### src/rtl/hazard_stall_ctrl_pkg.sv
`default_nettype none
// +----------------------------------------------------------------------------+
// | hazard_stall_ctrl_pkg : shared encodings and defaults for the stall ctrl   |
// | Revision 1.0 - initial release                                             |
// +----------------------------------------------------------------------------+
package hazard_stall_ctrl_pkg;

   typedef enum logic [0:0] {
      S_RUN    = 1'b0,
      S_MDWAIT = 1'b1
   } hzState_t;

   localparam int c_MD_LATENCY_DEFAULT = 32;

   // Register 0 is hardwired to zero, so a load targeting it never creates a hazard.
   function automatic logic loadUseHit(
      input logic       memRead,
      input logic [4:0] exRt,
      input logic [4:0] idRs,
      input logic [4:0] idRt,
      input logic       usesRt
   );
      return memRead && (exRt != 5'd0) &&
             ((exRt == idRs) || (usesRt && (exRt == idRt)));
   endfunction

endpackage
`default_nettype wire

### src/rtl/hazard_stall_ctrl_md_busy_counter.sv
`default_nettype none
// +----------------------------------------------------------------------------+
// | md_busy_counter : countdown tracking when the mult/div HI/LO become valid  |
// | Revision 1.0 - initial release                                             |
// +----------------------------------------------------------------------------+
module md_busy_counter #(
   parameter int MD_LATENCY = 32,
   parameter int CNT_W      = 6
) (
   input  logic             clk,
   input  logic             rst,
   input  logic             i_start,
   output logic             o_busy,
   output logic [CNT_W-1:0] o_cnt
);

   localparam logic [CNT_W-1:0] c_LOAD = CNT_W'(MD_LATENCY - 1);

   logic [CNT_W-1:0] r_cnt;

   always_ff @(posedge clk or posedge rst) begin
      if (rst) begin
         r_cnt <= '0;
      end else if (i_start) begin
         r_cnt <= c_LOAD;
      end else if (r_cnt != '0) begin
         r_cnt <= r_cnt - CNT_W'(1);
      end
   end

   assign o_busy = (r_cnt != '0);
   assign o_cnt  = r_cnt;

endmodule
`default_nettype wire

### src/rtl/hazard_stall_ctrl.sv
`default_nettype none
// +----------------------------------------------------------------------------+
// | hazard_stall_ctrl : ID-stage load-use / mult-div stall and branch flush    |
// | Revision 1.0 - initial release                                             |
// +----------------------------------------------------------------------------+
module hazard_stall_ctrl
   import hazard_stall_ctrl_pkg::*;
#(
   parameter int MD_LATENCY = c_MD_LATENCY_DEFAULT,
   parameter int CNT_W      = 6,
   parameter int PERF_W     = 32
) (
   input  logic              clk,
   input  logic              rst,
   input  logic              IDEXMemRead,
   input  logic [4:0]        IDEXRegRt,
   input  logic [4:0]        IFIDRegRs,
   input  logic [4:0]        IFIDRegRt,
   input  logic              IFIDUsesRt,
   input  logic              IFIDMDRead,
   input  logic              IFIDMDOp,
   input  logic              EXMDStart,
   input  logic              EXBranchTaken,
   output logic              PCWrite,
   output logic              IFIDWrite,
   output logic              IFIDFlush,
   output logic              IDEXFlush,
   output logic              MDBusy,
   output logic [PERF_W-1:0] StallCycles
);

   hzState_t          r_state;
   logic [PERF_W-1:0] r_stallCycles;
   logic [CNT_W-1:0]  w_mdCnt;
   logic              w_mdBusy;
   logic              w_ldUse;
   logic              w_mdHaz;
   logic              w_mdDone;

   md_busy_counter #(
      .MD_LATENCY (MD_LATENCY),
      .CNT_W      (CNT_W)
   ) u_mdBusyCounter (
      .clk     (clk),
      .rst     (rst),
      .i_start (EXMDStart),
      .o_busy  (w_mdBusy),
      .o_cnt   (w_mdCnt)
   );

   assign w_ldUse  = loadUseHit(IDEXMemRead, IDEXRegRt, IFIDRegRs, IFIDRegRt, IFIDUsesRt);
   assign w_mdHaz  = w_mdBusy && (IFIDMDRead || IFIDMDOp);
   assign w_mdDone = (w_mdCnt == CNT_W'(1)) && !EXMDStart;
   assign MDBusy   = w_mdBusy;

   // A taken branch wins over any stall: the held ID instruction is wrong-path anyway.
   always_comb begin
      PCWrite   = 1'b1;
      IFIDWrite = 1'b1;
      IFIDFlush = 1'b0;
      IDEXFlush = 1'b0;
      if (rst) begin
         PCWrite   = 1'b0;
         IFIDWrite = 1'b0;
         IFIDFlush = 1'b1;
         IDEXFlush = 1'b1;
      end else if (EXBranchTaken) begin
         IFIDFlush = 1'b1;
         IDEXFlush = 1'b1;
      end else if (w_ldUse || w_mdHaz) begin
         PCWrite   = 1'b0;
         IFIDWrite = 1'b0;
         IDEXFlush = 1'b1;
      end
   end

   always_ff @(posedge clk or posedge rst) begin
      if (rst) begin
         r_state <= S_RUN;
      end else begin
         case (r_state)
            S_RUN: begin
               if (w_mdHaz && !EXBranchTaken) begin
                  r_state <= S_MDWAIT;
               end
            end
            S_MDWAIT: begin
               if (EXBranchTaken || w_mdDone) begin
                  r_state <= S_RUN;
               end
            end
            default: r_state <= S_RUN;
         endcase
      end
   end

   always_ff @(posedge clk or posedge rst) begin
      if (rst) begin
         r_stallCycles <= '0;
      end else if (!PCWrite && (r_stallCycles != '1)) begin
         r_stallCycles <= r_stallCycles + PERF_W'(1);
      end
   end

   assign StallCycles = r_stallCycles;

endmodule
`default_nettype wire

### config.mk
export PLATFORM = sky130hd
export DESIGN_NAME = hazard_stall_ctrl
export DESIGN_NICKNAME = d
export VERILOG_FILES = /design/src/rtl/hazard_stall_ctrl_pkg.sv /design/src/rtl/hazard_stall_ctrl_md_busy_counter.sv /design/src/rtl/hazard_stall_ctrl.sv
export SDC_FILE = /design/constraint.sdc
export NUM_CORES = 1
export LEC_CHECK = 0
export CAP_MARGIN = 20
export CORE_UTILIZATION = 49
export CTS_BUF_LIST = sky130_fd_sc_hd__clkbuf_4
export DETAILED_ROUTE_END_ITERATION = 8
export PLACE_DENSITY = 0.82
export SLEW_MARGIN = 20
export SYNTH_ARGS = -nofsm -noshare
export SYNTH_HDL_FRONTEND = slang
export SYNTH_HIERARCHICAL = 1
export SYNTH_SLANG_ARGS = --single-unit
### constraint.sdc
create_clock -name clk -period 2.56 [get_ports clk]
set_clock_uncertainty 0.2 [all_clocks]
set_input_delay 0.512 -clock clk [delete_from_list [all_inputs] [get_ports clk]]
set_output_delay 0.512 -clock clk [all_outputs]
set_load 0.02 [all_outputs]
# Word level (Yosys, flattened, before mapping)
# Cells that the tools add are included.
# Widths: inputs -> output; s select.
# word_totals
register_bits,38
latch_bits,0
ramBits,0
rom_bits,0
inputBits,23
out_inout_bits,37
memories,0
# classes
addsub,2
multipliers,0
n_div,0
magnitude_cmp,0
n_eq_ne,3
shift,0
n_mux,10
bitwise,0
n_reduce_logical,12
# ops
operator,n
$add 32x1->32 const B,1
$ne 32x32->1 const B,1
$mux 6,2
$eq 5x5->1,2
$mux 1,8
$reduce_bool 6->1,1
$sub 6x1->6 const B,1
$logic_and 1x1->1,5
$reduce_bool 5->1,1
$logic_or 1x1->1,3
$reduce_bool 2->1,1
$logic_not 1->1,1

# Logic depth before layout (Yosys ltp)
# Gate-level depths: netlist (run 1).
# logic_depth
depth_word,10
depth_mapped,14
ltp_nobuf,12

# By module
# The synthesis (run 1) kept the hierarchy.
# modules_own_cells
module,n_inst,cells_each,area_per_inst_um2,seq_area_each_um2
hazard_stall_ctrl,1,161,1719.1,800.8
md_busy_counter,1,38,341.6,150.1

# Least setup slack after synthesis (run 1)
# OpenSTA, ideal clock, no wires.
# synth_path
path_type,register to output
startpoint,register u_mdBusyCounter.r_cnt[0] (netlist: u_mdBusyCounter/o_cnt[0])
endpoint,output PCWrite
t_arrival_ns,2.019
setup_slack_ns,-0.171
path_stages_with_launch,13
n_path_buf,1
cell_sequence,dfrtp_1 > inv_1 > ha_1 > nor2b_1 > and2_2 > inv_1 > o21ai_0 > nor2_1 > nor2_1 > o21ai_1 > and2_1 > inv_1 > buf_4
# synth_via
elab_chain_len,6
# synth_lines
item,line_no,rtl
from (decl),hazard_stall_ctrl_md_busy_counter.sv:19,logic [CNT_W-1:0] r_cnt;
from (signal assigned),hazard_stall_ctrl_md_busy_counter.sv:25,r_cnt <= c_LOAD;
from (signal assigned),hazard_stall_ctrl_md_busy_counter.sv:27,r_cnt <= r_cnt - CNT_W'(1);
$reduce_bool 6->1,hazard_stall_ctrl_md_busy_counter.sv:31,assign o_busy = (r_cnt != '0);
via MDBusy,hazard_stall_ctrl.sv:28,"output logic MDBusy,"
$logic_and 1x1->1,hazard_stall_ctrl.sv:52,assign w_mdHaz = w_mdBusy && (IFIDMDRead || IFIDMDOp);
$logic_or 1x1->1,hazard_stall_ctrl.sv:70,end else if (w_ldUse || w_mdHaz) begin
$mux 1 (3 in a row),-,
to (decl),hazard_stall_ctrl.sv:24,"output logic PCWrite,"
# The timed path passes the listed nets, and every way through them passes these cells.

# Worst setup path in the final report (run 1)
# layout_path
startpoint,register u_mdBusyCounter.r_cnt[0] (netlist: u_mdBusyCounter/o_cnt[0])
endpoint,output PCWrite
# layout_via
elab_chain_len,6
# layout_lines
item,line_no,rtl
$reduce_bool 6->1,hazard_stall_ctrl_md_busy_counter.sv:31,
$logic_and 1x1->1,hazard_stall_ctrl.sv:52,
$logic_or 1x1->1,hazard_stall_ctrl.sv:70,
$mux 1,hazard_stall_ctrl.sv:70,
$mux 1,hazard_stall_ctrl.sv:67,end else if (EXBranchTaken) begin
$mux 1,hazard_stall_ctrl.sv:62,if (rst) begin
# Every way passes these cells.

==> metrics list, run 1 <==
- The initialized floorplan defines 23 standard-cell rows.
* Remaining global-route overflow: 0
- Outcome: complete, but fails checks
- Total of hold buffers inserted after clock tree synthesis: 0
- WL per Instance: ~15 microns
* Skew-Pair Late Insertion Delay: 0.35 ns
- Total I/O pin count: 60
- VDD sags by at most around 0.48 mV.
- Non-filler cells, final: approximately 350
* Worst setup slack after placement: -0.983 ns
- In the finished design, the share of the clock period the worst path needs comes to 106%.
- The sequential cells in the finished layout cover a total of ~950 sq um.
- Buffers on Ports: 59
- Total Nets Final: between 300 and 400
- Portion of the post-synthesis area used by sequential elements: approximately 46%
- Number of cells in the design after placement: approximately 330
* Antenna Nets Post-Route: 0
- Number of warnings reported in the yosys synthesis log: 6
- Fin worst setup slack: -0.156 ns
* Cell Pwr Density: around 520 nW/um^2
* Clock-pin transition on the worst setup and hold timing paths: around 0.13 ns
- Post-synth top flop: dfrtp_1
- Counting both buffers and inverters, the worst setup path holds a total of 4.
- Async set-or-reset flop fraction in the synthesized netlist: 100%
- Cell count along the critical path: 12
* Max frequency: about 0.37 GHz
- Counting instances, the worst hold path has a depth of 1.
* Min-Delay Endpoint: StallCycles[8]$_DFFE_PP0P_
- Violations in the final reports: negative setup slack
- The worst register-to-register path has a depth of 14.
- Global routing used between 20% and 30% of the available tracks across all layers.
- The tree built by TritonCTS fans out to 38 sinks.
- Worst Path Required: approximately 1.9 ns
- Relative slew slack: about 72%
* Synth Area in Adders: about 1.8%
* Final cell area excluding filler cells: 3170 sq um
* Minimum hold slack: between 0.2 and 0.3 ns
* Detailed-routing iteration count for the pre-antenna-repair pass: 4
- Dpl hpwl: roughly 3.6 mm
* Number of flops mapped to enable cells by yosys: 0
- For the final routed database, the setup TNS stands at -0.378 ns.
* Number of antenna violations at the first check in global routing: 0
- Number of buffers inserted during clock tree synthesis: 5
- Cells with a size suffix above 1 make up 28.4% of the layout.
- Fraction of the mapped netlist area in compound gates: 5.53%
- The repair_antennas step left the layout with diodes totalling 0.
- The netlist uses 43 different library cells.
* Kind of end point of the critical path: output port
- Of the post-synthesis cell area, the part taken by muxes is under 10%.
* Highest fanout seen on the critical path: 2
* Average vias per placed instance: ~5.4
- Final Critical Period: about 2.7 ns
* Number of register bits inferred by synthesis: 38
- Synthesized-area fraction occupied by xor and xnor cells: approximately 16%
- The number of nets handed over by synthesis was around 230.
- Fillers: between 200 and 300
- Of the post-synthesis cell area, the dominant cell type holds between 40% and 50%.
- Static leakage: ~1.4 nW
* CTS tree: built
* Overall die area: roughly 4500 sq um
* Launch instance of the worst min-delay path: StallCycles[8]$_DFFE_PP0P_
- Internal power summed over all cells: roughly 1.1 mW
- For flop-to-flop paths, the worst setup slack is 0.05 ns.
- For this block, the routed nets add up to about 5.4 mm of wire.
- Least-Margin Pin Slew: approximately 0.42 ns
- WS Path Type: reg2out
* Footprint of the multi-input gates: roughly 1100 sq um
- Worst EP arrival: 2.00 ns
* Synth Cell Area: about 2000 sq um
- Area overhead of the layout relative to synthesis: 53.7%
- The first global-routing pass estimated between 8 and 9 mm of wire.
- Clock H-tree levels: 2
* Source of the critical timing path: u_mdBusyCounter/o_cnt[0]$_DFFE_PP0P_
- In the post-synthesis netlist, the biggest area contributors are dfrtp_1 (46%), xnor2_1 (12%), xor2_1 (4.3%), nand4_1 (3.6%), and3_1 (3.0%).
- Largest net degree at the start of global routing: 33
* Switch share: a little under a third
- Critical-path top delay cell: dfrtp_1
* Post-layout power: between 1.5 and 2 mW
- Number of global-route vias before repair: around 1.9k
- Setup repair after global routing missed its margin: yes
- Number of vias after detailed routing: 1903
- In this design, the largest share of critical-path delay is due to simple AND/OR/NAND/NOR gates.
- Die outline width: 66.9 microns
- Traced cell by cell, the critical path runs through inv_2 -> ha_4 -> nor2b_4 -> and2_4 -> inv_2 -> o21ai_2 -> nor2_1 -> nor2_1 -> nand3_1 -> and2_4 -> inv_4 -> buf_6.
* Max_cap viols: 0
- The tree is rooted in a clkbuf_4.
- Relative contribution of combinational cells to total power: a little under a third
- For this block, the initial DRC count from the detailed router was 84.
* Synthesized instance count: 199
- Part of the total power dissipated in sequential elements: around 44%
- The clock passes through at most 2 buffers.
- Final count of negative-setup-slack endpoints: 3
- For this configuration, the core starts out at a cell density of ~51%.
* Basic-gate share of the synthesized area counting and, or, nand and nor cells: about 25%
- The worst register-to-register path begins at u_mdBusyCounter/o_cnt[0]$_DFFE_PP0P_.
* Critical Path Start Type: register
* Cell type contributing the most total cell area after synthesis: dfrtp_1
* Placer congestion estimate: approximately 0.81
- Placeable core region: between 4000 and 5000 sq um
* Critical register-to-register path endpoint: StallCycles[1]$_DFFE_PP0P_
- Cells fill between 70% and 80% of the core in the end.
- After detailed routing, the number of remaining DRC violations is 0.
* Die extent in y: roughly 67 microns
* Proportion of power drawn by the clock network: approximately 25%
- Critical path's largest stage delay: ~0.42 ns
- Worst hold path type: reg2reg
- After detailed placement, the total cell area comes to 2910 sq um.
* Largest family of logic cells by synthesized area: simple AND/OR/NAND/NOR gates
- The final hold violation count was 0.
- For this design the total switching power over the nets is between 0.5 and 0.6 mW.
- Count of pins over their slew limit: 0
- Each instance of the synthesized netlist takes up on average between 10 and 15 sq um.
[power by group through the flow]
| stage | clock, mW | combinational [mW] | sequential, mW |
|---|---|---|---|
| 2_1_floorplan | 0 | 0.166 | 0.801 |
| 3_3_place_gp | 0 | 0.455 | 0.732 |
| 3_5_place_dp | 0 | 0.467 | 0.734 |
| 4_1_cts | 0.413 | 0.533 | 0.723 |
| 5_1_grt | 0.437 | 0.565 | 0.736 |
| 6_report | 0.408 | 0.527 | 0.725 |
[Yosys cell counts (2+ instances only)]
| library cell | count |
|---|---|
| a21oi_1 | 8 |
| and2_1 | 2 |
| and2_2 | 2 |
| and3_1 | 10 |
| and4_1 | 3 |
| buf_6 | 2 |
| dfrtp_1 | 38 |
| ha_1 | 3 |
| inv_1 | 8 |
| mux2_2 | 2 |
| nand2_1 | 13 |
| nand2b_1 | 2 |
| nand3_1 | 11 |
| nand3_2 | 4 |
| nand4_1 | 12 |
| nor2_1 | 8 |
| nor2b_1 | 2 |
| nor3_1 | 5 |
| nor4_1 | 2 |
| o21ai_0 | 2 |
| o31ai_1 | 2 |
| xnor2_1 | 28 |
| xor2_1 | 10 |
[timing repair]
action,CTS,global route
setup endpoints to repair,32,35
pin swaps,13,11
resized for setup,54,8
cloned,2,0
setup buffers,12,5
endpoints found under the hold margin,0,0
[metal layers]
metal	up-vias	global-route usage, %	wire length (microns)
met1	909	28.9	2090
li1	903	-	-
met4	0	7.98	79
met3	8	7.53	446
met5	-	0	0
met2	83	46.6	2800
[kinds of logic after synthesis]
kind of cell / Yosys count
AO/OA/AOI/OAI: 18
XOR/XNOR: 38
adder cells (fa/ha/maj): 3
buffers and inverters: 13
flip-flops: 38
multiplexers: 3
AND/OR/NAND/NOR: 86
[worst reg2reg max path: cells and delay by family (launching register included)]
family | cells | cell delay, ns
adders and majority gates | 1 | 0.13
buffers and inverters | 5 | 0.56
and+or+nand+nor | 5 | 0.58
AOI/OAI and AO/OA | 2 | 0.23
DFF | 1 | 0.42
muxes | 1 | 0.29
[worst max path at each step]
stage / endpoint / slack, ns
after CTS: PCWrite / -0.12
after global placement: IDEXFlush / -0.86
final: PCWrite / -0.16
after floorplan: PCWrite / 0.01
after global routing: IFIDWrite / -0.27
after detailed placement: IDEXFlush / -0.98
[state kept, by name, summed over array words and instances, names as in the netlist]
name                   flops
u_mdBusyCounter/o_cnt      6
StallCycles               32
[placed cells by master (no fill, tap or decap), types with 3 or more instances in the layout]
cell type        count
buf_6                3
clkbuf_4             5
nand3_2              4
inv_2                3
buf_2                3
dfrtp_1             38
buf_4               39
inv_1                4
nor3_1               4
nand3_1             11
nand2_1             13
nor2_1               8
and2_4               3
and4_1               3
xor2_1              10
xnor2_1             28
nand4_1             12
a21oi_1              7
clkdlybuf4s50_1     45
and3_1              10
dlymetal6s2s_1       5
[cell type report]
type / count / area share [%]
tap: 50 / 1.97
clock buffer: 5 / 1.18
sequential: 38 / 30.0
clock inverter: 3 / 1.26
multi-input combinational: 148 / 34.6
inverter: 8 / 1.03
timing repair buffer: 101 / 30.0
Note: power is estimated with default switching activity, not from simulation.
==> inputs of run 2 (changes only) <==
CORE_UTILIZATION = 51   (was 49)
DONT_BUFFER_PORTS = 1   (was not set)
PLACE_DENSITY = 0.66   (was 0.82)
SKIP_LAST_GASP = 1   (was not set)
==> run 2 against run 1 <==
Against the previous run:
- the run still ends with negative setup slack left
- sequential share of layout area rose by 8.8 points
- clock power fell by 26%
- critical path depth shrank 1
- fmax rose by 4.1%
- die area decreased by 3.8%
- sequential power about the same
- utilization shrank 14 points
- hold slack got worse by 0.22 ns
- final area decreased by 23%
- largest cell class unchanged
- largest power group unchanged
==> metrics list, run 2 (synthesis gave the netlist of run 1 again) <==
- Outcome: complete, but fails checks
- Violations in the final reports: negative setup slack
- Final wirelength: 4.58 mm (-15%)
- By startpoint and endpoint, the worst setup path is classified as reg2out.
- Buffer levels on the longest clock path: 2 (unchanged)
- Commonest cells after routing, fill and taps aside: dfrtp_1 (38), buf_4 (33), xnor2_1 (28)
- Relative slew slack: 72.7% (+0.46 points)
* Detailed-routing iteration count for the pre-antenna-repair pass: 4 (unchanged)
* Post-layout util: 64.9% (-14 points)
* Remaining global-route overflow: 0 (unchanged)
- Clock Tree Root: clkbuf_4
- Max_cap viols: 0 (unchanged)
* Number of antenna violations at the first check in global routing: 0 (unchanged)
- Fin crit share: 102% (-4.2 points)
- Placer congestion estimate: 0.822 (+1.9%)
- The pin count of the biggest net entering global routing was 33 (unchanged).
- The number of clock sinks seen by CTS is 38 (unchanged).
* Worst R2R Path Depth: 14 (unchanged)
- Net switching power of the design: 0.476 mW (-7.0%)
- Least-Margin Pin Slew: 0.409 ns (-0.00697 ns)
- TritonCTS built the clock tree.
- Number of buffers inserted during clock tree synthesis: 5 (unchanged)
* Final count of negative-setup-slack endpoints: 2 (-1)
- The per-cell routed wire length was 16.1 microns (+4.7%).
* Clock-pin transition on the worst setup and hold timing paths: 0.11 ns (-0.02 ns)
* Count of pins over their slew limit: 0 (unchanged)
- The maximum fanout along the worst path is 2 (unchanged).
- Static leakage: 1.08 nW (-23%)
- The count of antenna diodes in the layout was 0 (unchanged).
- The required time at the endpoint of the critical path was 1.85 ns (about the same).
- Skew-Pair Late Insertion Delay: 0.34 ns (about the same)
- The core area was 3770 sq um (-6.4%).
* Antenna Nets Post-Route: 0 (unchanged)
* Row Count: 22 (-4.3%)
- The initial core utilization was 54.6% (+3.5 points).
- The min-delay analysis places its worst path in the category in2reg.
* Final Critical Period: 2.61 ns (-0.107 ns)
* Proportion of power drawn by the clock network: 21.7% (-2.9 points)
- The switching part of the total power is 34.2% (+3.3 points).
- The number of top-level design ports is 60 (unchanged).
* Final sum of negative setup slack: -0.0984 ns (+0.279 ns)
- Worst EP arrival: 1.90 ns (-0.10 ns)
- The overall die area is 4300 sq um (-3.8%).
- The worst setup path is captured at an output port.
* Final hold vios: 0 (unchanged)
* Critical-path top delay cell: dfrtp_1
- Die outline width: 65.6 microns (-1.9%)
- Number of flip-flops under the largest register name: 32 (unchanged)
- The via total after detailed routing is 1628 (-14%).
- The critical path goes through inv_2 -> ha_4 -> nor2b_4 -> and2_4 -> inv_4 -> o21ai_2 -> nor2_1 -> nor2_1 -> nand3_1 -> and2_4 -> inv_8.
- The via count of the first global-routing pass came to 1679 (-12%).
- Fraction of layout cells with a size suffix above 1: 27.8% (-0.53 points)
- The H-tree depth is 2 (unchanged).
- The sequential cell fraction of total power came to 51.9% (+8.3 points).
- Max frequency: 0.383 GHz (+4.1%)
- Die extent in y: 65.6 microns (-1.9%)
- Buffering stage count on the worst path with inverters included: 3 (-1)
* Iteration-0 DRC count of the detailed router: 86 (+2.4%)
- Average vias per placed instance: 5.71 (+6.0%)
- Internal power summed over all cells: 0.918 mW (-20%)
* CP top delay family: simple AND/OR/NAND/NOR gates
- Critical path's largest stage delay: 0.41 ns (about the same)
- Setup repair after global routing could not meet its margin everywhere.
- Total global routing track utilization: 23.2% (-2.6 points)
- Compared with the post-synthesis result, the final layout area differs by 18.8%.
- Cell count along the critical path: 11 (-1)
- First-pass GRT wire length: 7.52 mm (-11%)
- Worst hold path cell count: 1 (unchanged)
- The combinational group share of total power came to 26.3% (-5.5 points).
* Peak supply drop: 0.513 mV (+7.8%)
- The sum of net half-perimeters after detailed placement came to 3.19 mm (-12%).
- The total power per unit cell area was 569 nW/um^2 (+8.6%).
- The layout net count was 262 (-20%).
* Fin worst setup slack: -0.0492 ns (+0.107 ns)
- Buffers on Ports: 0 (-100%)
* Commonest non-fill, non-tap cell in the layout: dfrtp_1
- The post-detailed-route DRC marker count is 0 (unchanged).
- Minimum hold slack: 0.0725 ns (-0.222 ns)
- The worst setup path is launched from a register.
run 2: cell types whose count changed in the layout (fill, tap and decap cells not counted), sizes merged, moves of 2 or more:
| cell | delta |
|---|---|
| dlygate4sd2 | -2 |
| dlymetal6s2s | -5 |
| clkdlybuf4s50 | -45 |
| buf | -14 |
run 2: per-layer routing:
metal | GRT usage [%] | wire (microns)
met4 | 8.42 | 52
met2 | 38.4 | 2290
met1 | 29.7 | 1990
met5 | 0 | 0
met3 | 5.03 | 249
run 2: worst paths after layout:
path	from	slack, ns	end
max	u_mdBusyCounter/o_cnt[1]$_DFFE_PP0P_	-0.05	PCWrite
min	EXMDStart	0.07	u_mdBusyCounter/o_cnt[4]$_DFFE_PP0P_
max reg2reg	u_mdBusyCounter/o_cnt[1]$_DFFE_PP0P_	0.09	StallCycles[1]$_DFFE_PP0P_
min reg2reg	u_mdBusyCounter/o_cnt[3]$_DFFE_PP0P_	0.36	u_mdBusyCounter/o_cnt[3]$_DFFE_PP0P_
max in group asynchronous	rst	1.34	StallCycles[4]$_DFFE_PP0P_
min in group asynchronous	rst	0.35	u_mdBusyCounter/o_cnt[2]$_DFFE_PP0P_
run 2: timing repair:
item                                    CTS  global route
endpoints found under the setup margin    4             4
setup buffers                             9             3
resized for setup                        13             2
pin swaps                                 3             2
hold buffers                              1             0
hold endpoints to repair                 38             0
run 2: per-stage QoR:
stage                     cells  setup slack [ns]  power, mW  instance area [sq um]
after floorplan             199            0.0126      0.966                   2060
after global placement      264            0.0389       1.05                   2250
after detailed placement    264            0.0146       1.07                   2250
after CTS                   282           -0.0566       1.39                   2420
after global routing        285            -0.189       1.46                   2450
final                       285           -0.0492       1.39                   2450
run 2: power by group through the flow:
stage	registers (mW)	logic (mW)	clock network, mW
floorplan	0.801	0.166	0
global placement	0.728	0.322	0
detailed placement	0.733	0.340	0
CTS	0.723	0.362	0.310
global route	0.729	0.401	0.334
finish	0.724	0.367	0.303
run 2: layout make-up:
type | count | area [sq um]
Clock buffer | 5 | 37.5
Clock inverter | 3 | 16.3
Fill cell | 303 | 1320
Inverter | 8 | 40.0
Multi-Input combinational cell | 148 | 1070
Sequential cell | 38 | 951
Tap cell | 48 | 60.1
Timing Repair Buffer | 35 | 278
==> inputs of run 3 (changes only) <==
CELL_PAD_IN_SITES_DETAIL_PLACEMENT = 1   (was not set)
CELL_PAD_IN_SITES_GLOBAL_PLACEMENT = 2   (was not set)
CORE_UTILIZATION = 40   (was 51)
PLACE_DENSITY = not set   (was 0.66)
PLACE_DENSITY_LB_ADDON = 0.1   (was not set)
==> run 3 against run 2 <==
Against the previous run:
- the flow still finishes with violations (negative setup slack)
- count of clock-buffer cells in the layout unchanged
- critical path depth fell by 2
- clock power down 1%
- critical endpoint is now IFIDWrite
- fmax is 1.4% lower
- sequential share of layout area fell by 2.2 points
- via count up 3.9%
- wire length rose by 24%
==> metrics list, run 3 (synthesis gave the netlist of run 1 again) <==
- Outcome: complete, but fails checks
- Violations in the final reports: negative setup slack
- The overall power consumption was 1.46 mW (+4.6%).
- The net switching power came to 0.493 mW (+3.5%).
- The via count of the first global-routing pass is 1791 (+6.7%).
- The via total after detailed routing came to 1691 (+3.9%).
- The die extent in x is 73.8 microns (+13%).
- The first-pass GRT wire length came to 8.54 mm (+13%).
- The final number of max-transition violations is 0 (unchanged).
* Least-Margin Pin Slew: 0.422 ns (+0.0131 ns)
- Relative to the synthesized area, the layout overhead comes to 25.8%.
- The final wirelength is 5.66 mm (+24%).
- The arrival time of data at the critical path endpoint was 1.93 ns (+0.03 ns).
- The number of antenna violations at the first check in global routing is 0 (unchanged).
- The number of nets still failing antenna checks after routing came to 0 (unchanged).
- Setup repair after global routing missed its margin: yes
- Commonest cells after routing, fill and taps aside: dfrtp_1 (38), buf_4 (36), xnor2_1 (28)
- Part of the total power dissipated in sequential elements: 47.4% (-4.5 points)
- The number of DRC markers after the initial detailed-route iteration came to 65 (-24%).
- The highest achievable clock rate was 0.378 GHz (-1.4%).
- The H-tree depth came to 2 (unchanged).
- Critical Path Start Type: register
* Cell Pwr Density: 562 nW/um^2 (-1.2%)
- Commonest non-fill, non-tap cell in the layout: dfrtp_1
- Placer congestion estimate: 0.759 (-7.6%)
- Dpl hpwl: 3.74 mm (+17%)
* Number of buffers inserted during clock tree synthesis: 5 (unchanged)
- STA classifies the critical path endpoint as an output port.
* Relative slew slack: 71.8% (-0.87 points)
- DRC viols: 0 (unchanged)
- Minimum hold slack: 0.0594 ns (-0.0131 ns)
- The clock share of power is 20.5% (-1.2 points).
* Max_cap viols: 0 (unchanged)
- The minimum period implied by the final worst setup slack was 2.65 ns (+0.0363 ns).
- Buffer levels on the longest clock path: 2 (unchanged)
- Placeable core region: 4850 sq um (+29%)
* Average vias per placed instance: 5.44 (-4.8%)
* Final count of negative-setup-slack endpoints: 2 (unchanged)
- Fin crit share: 103% (+1.4 points)
* Worst Path Required: 1.85 ns (about the same)
- The cell area after layout is 2590 sq um (+5.9%).
- The critical path is of the reg2out type.
- Clock Tree Root: clkbuf_4
- Row Count: 25 (+14%)
- The flip-flop count of the largest register after layout came to 32 (unchanged).
- WL per Instance: 18.2 microns (+13%)
- Relative contribution of combinational cells to total power: 32.0% (+5.7 points)
- The path class of the tightest hold or removal check is in2reg.
- Final hold vios: 0 (unchanged)
* Instance area at placement: 2310 sq um (+2.4%)
- Final sum of negative setup slack: -0.171 ns (-0.0727 ns)
- The pin count of the biggest net entering global routing was 33 (unchanged).
- The overall routing resource usage came to 21.0% (-2.2 points).
- The number of inserted filler cells in the final layout was 554 (+83%).
- The quantity of I/O buffers inserted on ports was 0 (unchanged).
* Total I/O pin count: 60 (unchanged)
* Fraction of layout cells with a size suffix above 1: 32.0% (+4.1 points)
- The overall overflow remaining after global route was 0 (unchanged).
* Overall die area: 5440 sq um (+27%)
- The switching part of the total power was 33.8% (-0.36 points).
* Post-layout util: 53.5% (-11 points)
* Die extent in y: 73.8 microns (+13%)
* Clock-pin transition on the worst setup and hold timing paths: 0.11 ns (about the same)
- The worst ir drop on vdd came to 0.393 mV (-23%).
* Static leakage: 1.15 nW (+6.0%)
* Total clock sinks: 38 (unchanged)
* Highest fanout seen on the critical path: 5 (+3)
- Diode count: 0 (unchanged)
- TritonCTS built the clock tree.
- Fin worst setup slack: -0.0856 ns (-0.0363 ns)
* Starting utilization of the core area: 42.5% (-12 points)
* Detailed-routing iteration count for the pre-antenna-repair pass: 4 (unchanged)
- The clock insertion delay at the later pin of the skew report came to 0.35 ns (about the same).
- The internal power consumption was 0.965 mW (+5.1%).
* Total Nets Final: 270 (+3.1%)
## run 3: per-stage QoR
| stage | cells | setup WS, ns |
|---|---|---|
| floorplan | 199 | 0.0126 |
| global placement | 287 | -0.00388 |
| detailed placement | 287 | -0.00999 |
| CTS | 306 | -0.106 |
| global route | 311 | -0.223 |
| finish | 311 | -0.0856 |
## run 3: path summary, 6_finish.rpt
check                                                      from                                   end  slack (ns)  cells past startpoint
setup / recovery           u_mdBusyCounter/o_cnt[2]$_DFFE_PP0P_                             IFIDWrite       -0.09                      9
hold / removal                                        EXMDStart  u_mdBusyCounter/o_cnt[4]$_DFFE_PP0P_        0.06                      1
setup reg to reg           u_mdBusyCounter/o_cnt[2]$_DFFE_PP0P_            StallCycles[1]$_DFFE_PP0P_        0.12                     12
hold reg to reg            u_mdBusyCounter/o_cnt[3]$_DFFE_PP0P_  u_mdBusyCounter/o_cnt[3]$_DFFE_PP0P_        0.37                      1
max in group asynchronous                                   rst           StallCycles[31]$_DFFE_PP0P_        1.34                      3
min in group asynchronous                                   rst  u_mdBusyCounter/o_cnt[2]$_DFFE_PP0P_        0.35                      2
## run 3: final cells by class
class | count | area [sq um] | share of cell area [%]
clock buffer | 5 | 37.5 | 1.45
clock inverter | 2 | 10.0 | 0.386
inverter | 8 | 37.5 | 1.45
multi-input combinational | 148 | 1090 | 42.0
sequential | 38 | 951 | 36.7
tap | 67 | 83.8 | 3.23
timing repair buffer | 43 | 384 | 14.8
## run 3: timing repair
| item | CTS | global route |
|---|---|---|
| resized for setup | 16 | 7 |
| buffers inserted | 11 | 5 |
| gates cloned | 0 | 2 |
| pin swaps | 2 | 6 |
| hold endpoints to repair | 38 | 0 |
| setup endpoints to repair | 3 | 35 |
| hold buffers | 1 | 0 |
## run 3: worst max-delay path: stages (launching register included)
cell     delay, ns
dfrtp_1       0.45
nor3_2        0.28
and2_4        0.20
inv_2         0.04
o21ai_2       0.05
nor2_1        0.07
nor2_2        0.12
o21ai_2       0.10
and2_4        0.19
inv_8         0.08
## run 3: power groups by stage
stage	combinational [mW]	clock, mW	sequential [mW]
detailed placement	0.399	0	0.703
floorplan	0.166	0	0.801
global route	0.503	0.344	0.697
CTS	0.425	0.309	0.692
finish	0.467	0.299	0.691
global placement	0.384	0	0.698
## run 3: per-layer routing
| metal | vias to the layer above | GRT usage, % | share of wire, % |
|---|---|---|---|
| li1 | 780 | - | - |
| met1 | 852 | 25.0 | 41 |
| met2 | 50 | 35.9 | 51 |
| met3 | 9 | 6.17 | 6.3 |
| met4 | 0 | 7.26 | 1.6 |
| met5 | - | 0 | 0 |
